File: config.mk
export PLATFORM = sky130hd
export DESIGN_NAME = hazard_ctrl_flat
export DESIGN_NICKNAME = d
export VERILOG_FILES = /design/src/rtl/rv32i_pkg.sv /design/src/rtl/hazard_ctrl_if.sv /design/src/rtl/hazard_ctrl_forward_sel.sv /design/src/rtl/hazard_ctrl.sv /design/src/flat_wrapper.sv
export SDC_FILE = /design/constraint.sdc
export NUM_CORES = 1
export LEC_CHECK = 0
export CORE_MARGIN = 4
export CORE_UTILIZATION = 38
export CTS_CLUSTER_DIAMETER = 200
export CTS_CLUSTER_SIZE = 12
export DETAILED_ROUTE_END_ITERATION = 16
export PLACE_DENSITY = 0.85
export SLEW_MARGIN = 20
export SYNTH_ARGS = -nofsm -noshare
export SYNTH_HDL_FRONTEND = slang
export SYNTH_SLANG_ARGS = --single-unit
File: constraint.sdc
create_clock -name clk -period 5.3 [get_ports clk]
set_input_delay 1.325 -clock clk [delete_from_list [all_inputs] [get_ports clk]]
set_output_delay 1.325 -clock clk [all_outputs]
set_load 0.03 [all_outputs]
File: src/rtl/rv32i_pkg.sv
// Shared RV32I core constants: hazard FSM encoding, EX operand forward selects, x0.
// Latency: n/a (types and constants only).
// Backpressure: n/a.
package rv32i_pkg;

    typedef enum logic [1:0] {
        HZ_RUN     = 2'd0,
        HZ_LDSTALL = 2'd1,
        HZ_FLUSH   = 2'd2,
        HZ_MEMWAIT = 2'd3
    } hz_state_t;

    localparam logic [1:0] FWD_RF    = 2'b00;
    localparam logic [1:0] FWD_EXMEM = 2'b01;
    localparam logic [1:0] FWD_MEMWB = 2'b10;

    localparam logic [4:0] REG_X0 = 5'd0;

    // True when a writing stage targets rs; x0 is hardwired so never matches.
    function automatic logic rd_hit(input logic wr_en, input logic [4:0] rd, input logic [4:0] rs);
        return wr_en && (rd != REG_X0) && (rd == rs);
    endfunction

endpackage

File: src/rtl/hazard_ctrl_if.sv
// Pipeline <-> hazard control bundle: register ids/flags in, hold/bubble enables and forward selects out.
// Latency: n/a (wires only).
// Backpressure: n/a.
interface hazard_ctrl_if;

    logic [4:0] id_rs1;
    logic [4:0] id_rs2;
    logic       id_use_rs1;
    logic       id_use_rs2;
    logic [4:0] ex_rs1;
    logic [4:0] ex_rs2;
    logic [4:0] ex_rd;
    logic       ex_load;
    logic       ex_reg_write;
    logic       ex_redirect;
    logic [4:0] mem_rd;
    logic       mem_reg_write;
    logic       mem_load;
    logic [4:0] wb_rd;
    logic       wb_reg_write;
    logic       dmem_busy;

    logic       pc_stall;
    logic       if_id_stall;
    logic       id_ex_stall;
    logic       ex_mem_stall;
    logic       if_id_flush;
    logic       id_ex_flush;
    logic [1:0] fwd_a_sel;
    logic [1:0] fwd_b_sel;

    modport slave (
        input  id_rs1, id_rs2, id_use_rs1, id_use_rs2, ex_rs1, ex_rs2, ex_rd, ex_load,
               ex_reg_write, ex_redirect, mem_rd, mem_reg_write, mem_load, wb_rd,
               wb_reg_write, dmem_busy,
        output pc_stall, if_id_stall, id_ex_stall, ex_mem_stall, if_id_flush, id_ex_flush,
               fwd_a_sel, fwd_b_sel
    );

    modport master (
        output id_rs1, id_rs2, id_use_rs1, id_use_rs2, ex_rs1, ex_rs2, ex_rd, ex_load,
               ex_reg_write, ex_redirect, mem_rd, mem_reg_write, mem_load, wb_rd,
               wb_reg_write, dmem_busy,
        input  pc_stall, if_id_stall, id_ex_stall, ex_mem_stall, if_id_flush, id_ex_flush,
               fwd_a_sel, fwd_b_sel
    );

endinterface

File: src/rtl/hazard_ctrl_forward_sel.sv
// EX operand forward select for one source register; EX/MEM beats MEM/WB, loads in MEM are not forwardable.
// Latency: combinational.
// Backpressure: none.
module forward_sel
    import rv32i_pkg::*;
(
    input  logic [4:0] ex_rs,
    input  logic [4:0] mem_rd,
    input  logic       mem_reg_write,
    input  logic       mem_load,
    input  logic [4:0] wb_rd,
    input  logic       wb_reg_write,
    output logic [1:0] sel
);

    always_comb begin
        sel = FWD_RF;
        // Load data is not ready in MEM; the load-use stall guarantees it arrives via MEM/WB.
        if (rd_hit(mem_reg_write && !mem_load, mem_rd, ex_rs)) begin
            sel = FWD_EXMEM;
        end else if (rd_hit(wb_reg_write, wb_rd, ex_rs)) begin
            sel = FWD_MEMWB;
        end
    end

endmodule

File: src/rtl/hazard_ctrl.sv
// RV32I hazard control: load-use stall, redirect flush, dmem-wait hold, EX forwarding; HAZARD_PERF_EN adds counters.
// Latency: outputs combinational from state and inputs; state advances on posedge clk.
// Backpressure: dmem_busy holds all four pipe registers and freezes the flush sequence.
module hazard_ctrl
    import rv32i_pkg::*;
#(
    parameter int FLUSH_CYCLES = 2
`ifdef HAZARD_PERF_EN
    , parameter int CNT_W = 32
`endif
) (
    input  logic          clk,
    input  logic          rst,
    hazard_ctrl_if.slave  hz
`ifdef HAZARD_PERF_EN
    , output logic [CNT_W-1:0] perf_ldstall,
    output logic [CNT_W-1:0] perf_flush,
    output logic [CNT_W-1:0] perf_memwait
`endif
);

    localparam logic [2:0] FC_INIT = 3'(FLUSH_CYCLES - 1);

    hz_state_t  st_q, st_d, eff_st;
    logic [2:0] flush_cnt_q, flush_cnt_d;
    logic       ret_flush_q, ret_flush_d;
    logic       load_use, take_redirect, take_ldstall;
    logic [1:0] fwd_a_raw, fwd_b_raw;
    logic       pc_stall, if_id_stall, id_ex_stall, ex_mem_stall;
    logic       if_id_flush, id_ex_flush;
    logic [1:0] fwd_a_sel, fwd_b_sel;

    forward_sel u_fwd_a (
        .ex_rs(hz.ex_rs1), .mem_rd(hz.mem_rd), .mem_reg_write(hz.mem_reg_write),
        .mem_load(hz.mem_load), .wb_rd(hz.wb_rd), .wb_reg_write(hz.wb_reg_write), .sel(fwd_a_raw)
    );

    forward_sel u_fwd_b (
        .ex_rs(hz.ex_rs2), .mem_rd(hz.mem_rd), .mem_reg_write(hz.mem_reg_write),
        .mem_load(hz.mem_load), .wb_rd(hz.wb_rd), .wb_reg_write(hz.wb_reg_write), .sel(fwd_b_raw)
    );

    // Once busy drops, behave in that same cycle as the state we were parked in.
    assign eff_st = (st_q == HZ_MEMWAIT) ? (ret_flush_q ? HZ_FLUSH : HZ_RUN) : st_q;

    assign load_use = hz.ex_load && hz.ex_reg_write && (hz.ex_rd != REG_X0) &&
                      ((hz.id_use_rs1 && (hz.id_rs1 == hz.ex_rd)) ||
                       (hz.id_use_rs2 && (hz.id_rs2 == hz.ex_rd)));

    assign take_redirect = !hz.dmem_busy && hz.ex_redirect &&
                           ((eff_st == HZ_RUN) || (eff_st == HZ_LDSTALL));
    assign take_ldstall  = !hz.dmem_busy && !hz.ex_redirect && (eff_st == HZ_RUN) && load_use;

    always_ff @(posedge clk or negedge rst) begin
        if (!rst) begin
            st_q        <= HZ_RUN;
            flush_cnt_q <= '0;
            ret_flush_q <= 1'b0;
        end else begin
            st_q        <= st_d;
            flush_cnt_q <= flush_cnt_d;
            ret_flush_q <= ret_flush_d;
        end
    end

    always_comb begin
        st_d        = st_q;
        flush_cnt_d = flush_cnt_q;
        ret_flush_d = ret_flush_q;
        if (hz.dmem_busy) begin
            st_d = HZ_MEMWAIT;
            if (st_q != HZ_MEMWAIT) begin
                ret_flush_d = (st_q == HZ_FLUSH);
            end
        end else if (take_redirect) begin
            if (FLUSH_CYCLES == 1) begin
                st_d        = HZ_RUN;
                flush_cnt_d = '0;
            end else begin
                st_d        = HZ_FLUSH;
                flush_cnt_d = FC_INIT;
            end
        end else if (take_ldstall) begin
            st_d = HZ_LDSTALL;
        end else if (eff_st == HZ_FLUSH) begin
            flush_cnt_d = (flush_cnt_q <= 3'd1) ? 3'd0 : flush_cnt_q - 3'd1;
            st_d        = (flush_cnt_q <= 3'd1) ? HZ_RUN : HZ_FLUSH;
        end else begin
            st_d = HZ_RUN;
        end
    end

    always_comb begin
        pc_stall     = 1'b0;
        if_id_stall  = 1'b0;
        id_ex_stall  = 1'b0;
        ex_mem_stall = 1'b0;
        if_id_flush  = 1'b0;
        id_ex_flush  = 1'b0;
        fwd_a_sel    = FWD_RF;
        fwd_b_sel    = FWD_RF;
        if (rst) begin
            fwd_a_sel = fwd_a_raw;
            fwd_b_sel = fwd_b_raw;
            if (hz.dmem_busy) begin
                pc_stall     = 1'b1;
                if_id_stall  = 1'b1;
                id_ex_stall  = 1'b1;
                ex_mem_stall = 1'b1;
            end else if (take_redirect || (eff_st == HZ_FLUSH)) begin
                if_id_flush = 1'b1;
                id_ex_flush = 1'b1;
            end else if (take_ldstall) begin
                pc_stall    = 1'b1;
                if_id_stall = 1'b1;
                id_ex_flush = 1'b1;
            end
        end
    end

    assign hz.pc_stall     = pc_stall;
    assign hz.if_id_stall  = if_id_stall;
    assign hz.id_ex_stall  = id_ex_stall;
    assign hz.ex_mem_stall = ex_mem_stall;
    assign hz.if_id_flush  = if_id_flush;
    assign hz.id_ex_flush  = id_ex_flush;
    assign hz.fwd_a_sel    = fwd_a_sel;
    assign hz.fwd_b_sel    = fwd_b_sel;

`ifdef HAZARD_PERF_EN
    logic [CNT_W-1:0] perf_ldstall_q, perf_ldstall_d;
    logic [CNT_W-1:0] perf_flush_q, perf_flush_d;
    logic [CNT_W-1:0] perf_memwait_q, perf_memwait_d;

    function automatic logic [CNT_W-1:0] sat_inc(input logic [CNT_W-1:0] v, input logic ev);
        return (ev && (v != '1)) ? v + CNT_W'(1) : v;
    endfunction

    always_comb begin
        perf_ldstall_d = sat_inc(perf_ldstall_q, take_ldstall);
        perf_flush_d   = sat_inc(perf_flush_q, take_redirect);
        perf_memwait_d = sat_inc(perf_memwait_q, hz.dmem_busy);
    end

    always_ff @(posedge clk or negedge rst) begin
        if (!rst) begin
            perf_ldstall_q <= '0;
            perf_flush_q   <= '0;
            perf_memwait_q <= '0;
        end else begin
            perf_ldstall_q <= perf_ldstall_d;
            perf_flush_q   <= perf_flush_d;
            perf_memwait_q <= perf_memwait_d;
        end
    end

    assign perf_ldstall = perf_ldstall_q;
    assign perf_flush   = perf_flush_q;
    assign perf_memwait = perf_memwait_q;
`endif

endmodule

File: src/flat_wrapper.sv
// flat-port wrapper written by rule: the top's interface ports become plain ports
module hazard_ctrl_flat import rv32i_pkg::*;
#(
    parameter int FLUSH_CYCLES = 2

)
  (clk, rst, hz_id_rs1, hz_id_rs2, hz_id_use_rs1, hz_id_use_rs2, hz_ex_rs1, hz_ex_rs2, hz_ex_rd, hz_ex_load, hz_ex_reg_write, hz_ex_redirect, hz_mem_rd, hz_mem_reg_write, hz_mem_load, hz_wb_rd, hz_wb_reg_write, hz_dmem_busy, hz_pc_stall, hz_if_id_stall, hz_id_ex_stall, hz_ex_mem_stall, hz_if_id_flush, hz_id_ex_flush, hz_fwd_a_sel, hz_fwd_b_sel);
  hazard_ctrl_if hz_i ();
  input  logic clk;
  input  logic rst;
  input wire logic [$bits(hz_i.id_rs1)-1:0] hz_id_rs1;
  input wire logic [$bits(hz_i.id_rs2)-1:0] hz_id_rs2;
  input wire logic [$bits(hz_i.id_use_rs1)-1:0] hz_id_use_rs1;
  input wire logic [$bits(hz_i.id_use_rs2)-1:0] hz_id_use_rs2;
  input wire logic [$bits(hz_i.ex_rs1)-1:0] hz_ex_rs1;
  input wire logic [$bits(hz_i.ex_rs2)-1:0] hz_ex_rs2;
  input wire logic [$bits(hz_i.ex_rd)-1:0] hz_ex_rd;
  input wire logic [$bits(hz_i.ex_load)-1:0] hz_ex_load;
  input wire logic [$bits(hz_i.ex_reg_write)-1:0] hz_ex_reg_write;
  input wire logic [$bits(hz_i.ex_redirect)-1:0] hz_ex_redirect;
  input wire logic [$bits(hz_i.mem_rd)-1:0] hz_mem_rd;
  input wire logic [$bits(hz_i.mem_reg_write)-1:0] hz_mem_reg_write;
  input wire logic [$bits(hz_i.mem_load)-1:0] hz_mem_load;
  input wire logic [$bits(hz_i.wb_rd)-1:0] hz_wb_rd;
  input wire logic [$bits(hz_i.wb_reg_write)-1:0] hz_wb_reg_write;
  input wire logic [$bits(hz_i.dmem_busy)-1:0] hz_dmem_busy;
  output wire logic [$bits(hz_i.pc_stall)-1:0] hz_pc_stall;
  output wire logic [$bits(hz_i.if_id_stall)-1:0] hz_if_id_stall;
  output wire logic [$bits(hz_i.id_ex_stall)-1:0] hz_id_ex_stall;
  output wire logic [$bits(hz_i.ex_mem_stall)-1:0] hz_ex_mem_stall;
  output wire logic [$bits(hz_i.if_id_flush)-1:0] hz_if_id_flush;
  output wire logic [$bits(hz_i.id_ex_flush)-1:0] hz_id_ex_flush;
  output wire logic [$bits(hz_i.fwd_a_sel)-1:0] hz_fwd_a_sel;
  output wire logic [$bits(hz_i.fwd_b_sel)-1:0] hz_fwd_b_sel;
  assign hz_i.id_rs1 = hz_id_rs1;
  assign hz_i.id_rs2 = hz_id_rs2;
  assign hz_i.id_use_rs1 = hz_id_use_rs1;
  assign hz_i.id_use_rs2 = hz_id_use_rs2;
  assign hz_i.ex_rs1 = hz_ex_rs1;
  assign hz_i.ex_rs2 = hz_ex_rs2;
  assign hz_i.ex_rd = hz_ex_rd;
  assign hz_i.ex_load = hz_ex_load;
  assign hz_i.ex_reg_write = hz_ex_reg_write;
  assign hz_i.ex_redirect = hz_ex_redirect;
  assign hz_i.mem_rd = hz_mem_rd;
  assign hz_i.mem_reg_write = hz_mem_reg_write;
  assign hz_i.mem_load = hz_mem_load;
  assign hz_i.wb_rd = hz_wb_rd;
  assign hz_i.wb_reg_write = hz_wb_reg_write;
  assign hz_i.dmem_busy = hz_dmem_busy;
  assign hz_pc_stall = hz_i.pc_stall;
  assign hz_if_id_stall = hz_i.if_id_stall;
  assign hz_id_ex_stall = hz_i.id_ex_stall;
  assign hz_ex_mem_stall = hz_i.ex_mem_stall;
  assign hz_if_id_flush = hz_i.if_id_flush;
  assign hz_id_ex_flush = hz_i.id_ex_flush;
  assign hz_fwd_a_sel = hz_i.fwd_a_sel;
  assign hz_fwd_b_sel = hz_i.fwd_b_sel;
  hazard_ctrl #(.FLUSH_CYCLES(FLUSH_CYCLES)) u_core (.clk(clk), .rst(rst), .hz(hz_i));
endmodule
# ---- After elaboration in Yosys (flattened, before gate mapping)
# Cells that the tools add are included.
dict set report op_classes {
  add_sub_neg 1
  multipliers 0
  div 0
  magnitude_cmp 1
  n_eq_ne 12
  shift 0
  muxes 29
  bitwise 1
  reduce_logical 30
}
# operator n
set ops {}
lappend ops {{$eq A5 B5 Y1} 6}
lappend ops {{$mux W2} 13}
lappend ops {{$logic_and A1 B1 Y1} 17}
lappend ops {{$reduce_bool A5 Y1} 3}
lappend ops {{$mux W1} 12}
lappend ops {{$mux W3} 4}
lappend ops {{$eq A2 B2 Y1 const B} 3}
lappend ops {{$le A3 B1 Y1 const B} 1}
lappend ops {{$logic_not A1 Y1} 3}
lappend ops {{$logic_or A1 B1 Y1} 3}
lappend ops {{$reduce_and A3 Y1} 1}
lappend ops {{$sub A3 B1 Y3 const B} 1}
lappend ops {{$eq A2 B1 Y1 const B} 1}
lappend ops {{$logic_not A2 Y1} 1}
lappend ops {{$ne A2 B1 Y1 const B} 1}
lappend ops {{$ne A2 B2 Y1 const B} 1}
lappend ops {{$reduce_and A2 Y1} 1}
lappend ops {{$reduce_bool A2 Y1} 1}
lappend ops {{$not A1 Y1} 1}
dict set report totals {
  register_bits 6
  latchBits 0
  mem_bits_rw 0
  mem_bits_ro 0
  in_bits 46
  out_inout_bits 10
  elab_cells 77
  n_memories 0
}

# ---- Longest topological paths before layout
dict set report depth {
  ltp_word 9
  mapped_depth 5
  ltp_nobuf 5
}

# ---- Cells and area by module
# Synthesis repeated with hierarchy kept, for this count alone.
dict set report hier_totals {
  hier_cells 104
  area_unflattened_um2 887.1
}
# mod n_inst cells_each area_each_um2 seq_area_each_um2
set by_module_without_submodules {}
lappend by_module_without_submodules {hazard_ctrl 1 62 564.3 150.1}
lappend by_module_without_submodules {forward_sel 2 21 161.4 0.0}

# ---- Least setup slack after synthesis
# Ideal clock, no wire load.
dict set report synth_timing {
  path_kind {in2out}
  from {input hz_mem_rd[1]}
  to {output hz_fwd_a_sel[1]}
  t_arrival_ns 2.738
  required_time_ns 3.975
  slack_ns 1.237
  path_stages 4
  path_buffers 0
  path_cell_list {or4_1 > o21ai_2 > nor4_1 > nor4_2}
}
dict set report synth_via {
  elab_chain_len 5
  elab_cells_between_ends 6
  classes_between {eq/ne (1); mux (2); reduce/logical (3)}
}
# element line
set synth_lines {}
lappend synth_lines {{from (decl)} flat_wrapper.sv:21} ;# input wire logic [$bits(hz_i.mem_rd)-1:0] hz_mem_rd;
lappend synth_lines {{$reduce_bool A5 Y1} rv32i_pkg.sv:21} ;# return wr_en && (rd != REG_X0) && (rd == rs);
lappend synth_lines {{$logic_and A1 B1 Y1} rv32i_pkg.sv:21}
lappend synth_lines {{$logic_and A1 B1 Y1 (*)} rv32i_pkg.sv:21}
lappend synth_lines {{$mux W2 (*)} hazard_ctrl_forward_sel.sv:19} ;# if (rd_hit(mem_reg_write && !mem_load, mem_rd, ex_rs)) begin
lappend synth_lines {{$mux W2 (*)} hazard_ctrl.sv:102} ;# if (rst) begin
lappend synth_lines {{to (decl)} flat_wrapper.sv:33} ;# output wire logic [$bits(hz_i.fwd_a_sel)-1:0] hz_fwd_a_sel;
# Every way passes the cells marked *; elsewhere a longest branch is shown, timed or not.

# ---- Worst setup path after layout
# Same ends and word-level chain as after synthesis.

==> qor.txt <==
Worst setup startpoint = hz_mem_rd[1]
Number of DRC markers in iteration 0 = 13
Slew of the pin with the lowest slew margin = 0.457 ns
Placer congestion estimate = 0.804
DR WL/cell = 14.6 um
Reg-to-reg critical path startpoint = u_core.ret_flush_q
Hold Slack = 0.524 ns
Die span in y = 54.0 um
Multi-input gate area = 617 um^2
Leak pwr = 0.533 nW
Tmin final = 4.93 ns
Commonest non-fill, non-tap cell in the layout = clkdlybuf4s50_1
Arrival time at the worst endpoint = 3.61 ns
Flop2flop setup slack = 3.99 ns
DR pass1 iterations = 4
First-pass GRT wire length = 3910 um
Mux contribution to synthesized area = 0.0249
Port Buf Inserts = 55
Initial antenna violation count = 0
Syn Area/Cell = 8.47 um^2
Relative slew slack = 0.693
Pins over their slew limit = 0
Worst min path class = reg2reg
CTS tree = built
Worst R2R Path Depth = 4
FF-to-FF End = u_core.st_q[0]
Post-synth ARST share = 1.00
Critical path endpoint = hz_fwd_a_sel[1]
Final hold vios = 0
Startpoint types = input pin
Reg area = 150 um^2
Diodes inserted = 0
Crit path max fanout = 3
Critical path endpoint category = primary output
Commonest non-fill, non-tap cells in the layout = 55 x clkdlybuf4s50_1, 22 x xor2_1, 8 x xnor2_1
Worst skew pair latency = 0.25 ns
CTS sink count = 6
Row count = 16
Post-Synthesis Cell Area = 805 um^2
Ys Warns = 0
Number of synthesized flops with an enable pin = 0
Fmax = 0.203 GHz
Post-route clock period utilization = 0.930
VDD IR-drop max = 113 uV
MaxCap Viol Count = 0
Post-synthesis adder-cell area fraction = 0.0311
Initial core utilization = 0.406
Skew final = 0.00254 ns
Drt total wl = 2590 um
Critical Path RT = 3.97 ns
Setup bufs post-CTS = 0
Seq/Total Area, Yosys = 0.187
Area delta synth->final = 74.0%
Endpoints failing setup = 0
DRC viols = 0
Status = completed
Synth Net Count = 143
Root buffer cell = clkbuf_4
Setup TNS Final = 0 ns
Synth Instances = 95
Gr usage total = 0.183
Core Area = 1980 um^2
Die area = 2920 um^2
Final Instance Area = 1400 um^2
RSZ-0062 raised after global routing = no
Largest family of logic cells by synthesized area = XOR/XNOR gates
Inserted Clock Buffers = 3
Top FF cell, synth = dfrtp_1
DR vias/cell = 4.89
Num ports = 56
Clock Pin Slew Worst Setup and Hold Paths = 0.04 ns
Number of global-route vias before repair = 900
Gr ovfl total = 0
H-tree level count = 1
Synth cell types = 31
Vias post-DR = 871
Hold-fix buffers, CTS = 0
Nets = 201
Synth Area in XOR/XNOR = 0.327
Cts repair resizes = 0
ANT nets after route = 0
Simple-gate share of the synthesized area = 0.247
Fill cell count = 150
Largest net degree at the start of global routing = 12
Power Dens Cells = 197 nW/um^2
Share of layout cells above drive strength 1 = 0.0596
Setup CP Type = in2out
CTS max path bufs = 2
Area post-placement = 1380 um^2
FF+latch count, synth = 6
DP HPWL = 2330 um
Synth Area in Compound Gates = 0.137
Die width = 54.0 um
-- metal layers --
| layer | GRT usage | vias to the layer above | part of all wire |
|---|---|---|---|
| li1 | - | 454 | - |
| met1 | 0.207 | 385 | 0.39 |
| met2 | 0.339 | 23 | 0.55 |
| met3 | 0.0166 | 9 | 0.034 |
| met4 | 0.0871 | 0 | 0.029 |
| met5 | 0 | - | 0 |
-- power breakdown --
group	switching (mW)	internal [mW]
Combinational	0.0752	0.0844
Sequential	0.0120	0.0628
Clock	0.0165	0.0256
Total	0.104	0.173
-- synth_stat cells, types with 2 or more instances --
cell type,count,area share
xor2_1,22,0.24
xnor2_1,8,0.087
dfrtp_1,6,0.19
inv_1,5,0.023
or4_1,5,0.047
nor2_1,4,0.019
nor4_1,4,0.031
a21oi_1,3,0.019
nand2_1,3,0.014
nor2b_1,3,0.023
o21ai_0,3,0.019
o21bai_1,3,0.028
and2_1,2,0.016
and2_2,2,0.019
buf_4,2,0.019
ha_1,2,0.031
mux2i_1,2,0.025
nand3_1,2,0.012
nor4_2,2,0.031
-- state kept, by name, indices dropped and copies added (netlist names) --
register            flops
u_core.flush_cnt_q      3
u_core.st_q             2
u_core.ret_flush_q      1
-- how the worst min path moves through the flow --
| stage | depth (start not counted) | end | startpoint | slack (ns) |
|---|---|---|---|---|
| after floorplan | 2 | u_core.ret_flush_q | u_core.ret_flush_q | 0.48 |
| after global placement | 2 | u_core.ret_flush_q | u_core.ret_flush_q | 0.50 |
| after detailed placement | 2 | u_core.ret_flush_q | u_core.ret_flush_q | 0.52 |
| after CTS | 2 | u_core.ret_flush_q | u_core.ret_flush_q | 0.53 |
| after global routing | 2 | u_core.ret_flush_q | u_core.ret_flush_q | 0.55 |
| final | 2 | u_core.ret_flush_q | u_core.ret_flush_q | 0.52 |
-- logic make-up (layout without fill, tap and decap cells) --
| logic type | after synthesis | count (layout) |
|---|---|---|
| xor gates and xnor gates | 30 | 30 |
| buffers and inverters | 8 | 64 |
| muxes | 2 | 2 |
| adders and majority gates | 2 | 2 |
| DFF | 6 | 6 |
| AOI/OAI and AO/OA | 16 | 16 |
| and+or+nand+nor | 31 | 31 |
-- layout make-up --
cell class	count	share of cell area
clock buffer	3	0.0161
inverter	5	0.0134
multi-input combinational	81	0.441
sequential	6	0.107
tap	27	0.0241
timing repair buffer	56	0.399
-- stage by stage --
stage	util	instances	setup WS, ns	total power, mW
6_report	0.706	178	0.368	0.276
5_1_grt	0.706	178	0.301	0.299
4_1_cts	0.706	178	0.388	0.279
3_5_place_dp	0.695	175	0.393	0.234
3_3_place_gp	0.695	175	0.445	0.227
2_1_floorplan	-	95	1.24	0.166
-- critical path, stage by stage --
cell             delay [ns]
clkdlybuf4s50_1        0.47
or4_1                  0.57
o21ai_2                0.16
nor4_1                 0.10
nor4_2                 0.26
clkdlybuf4s50_1        0.71
No activity file was read; power rests on OpenSTA's default activity.
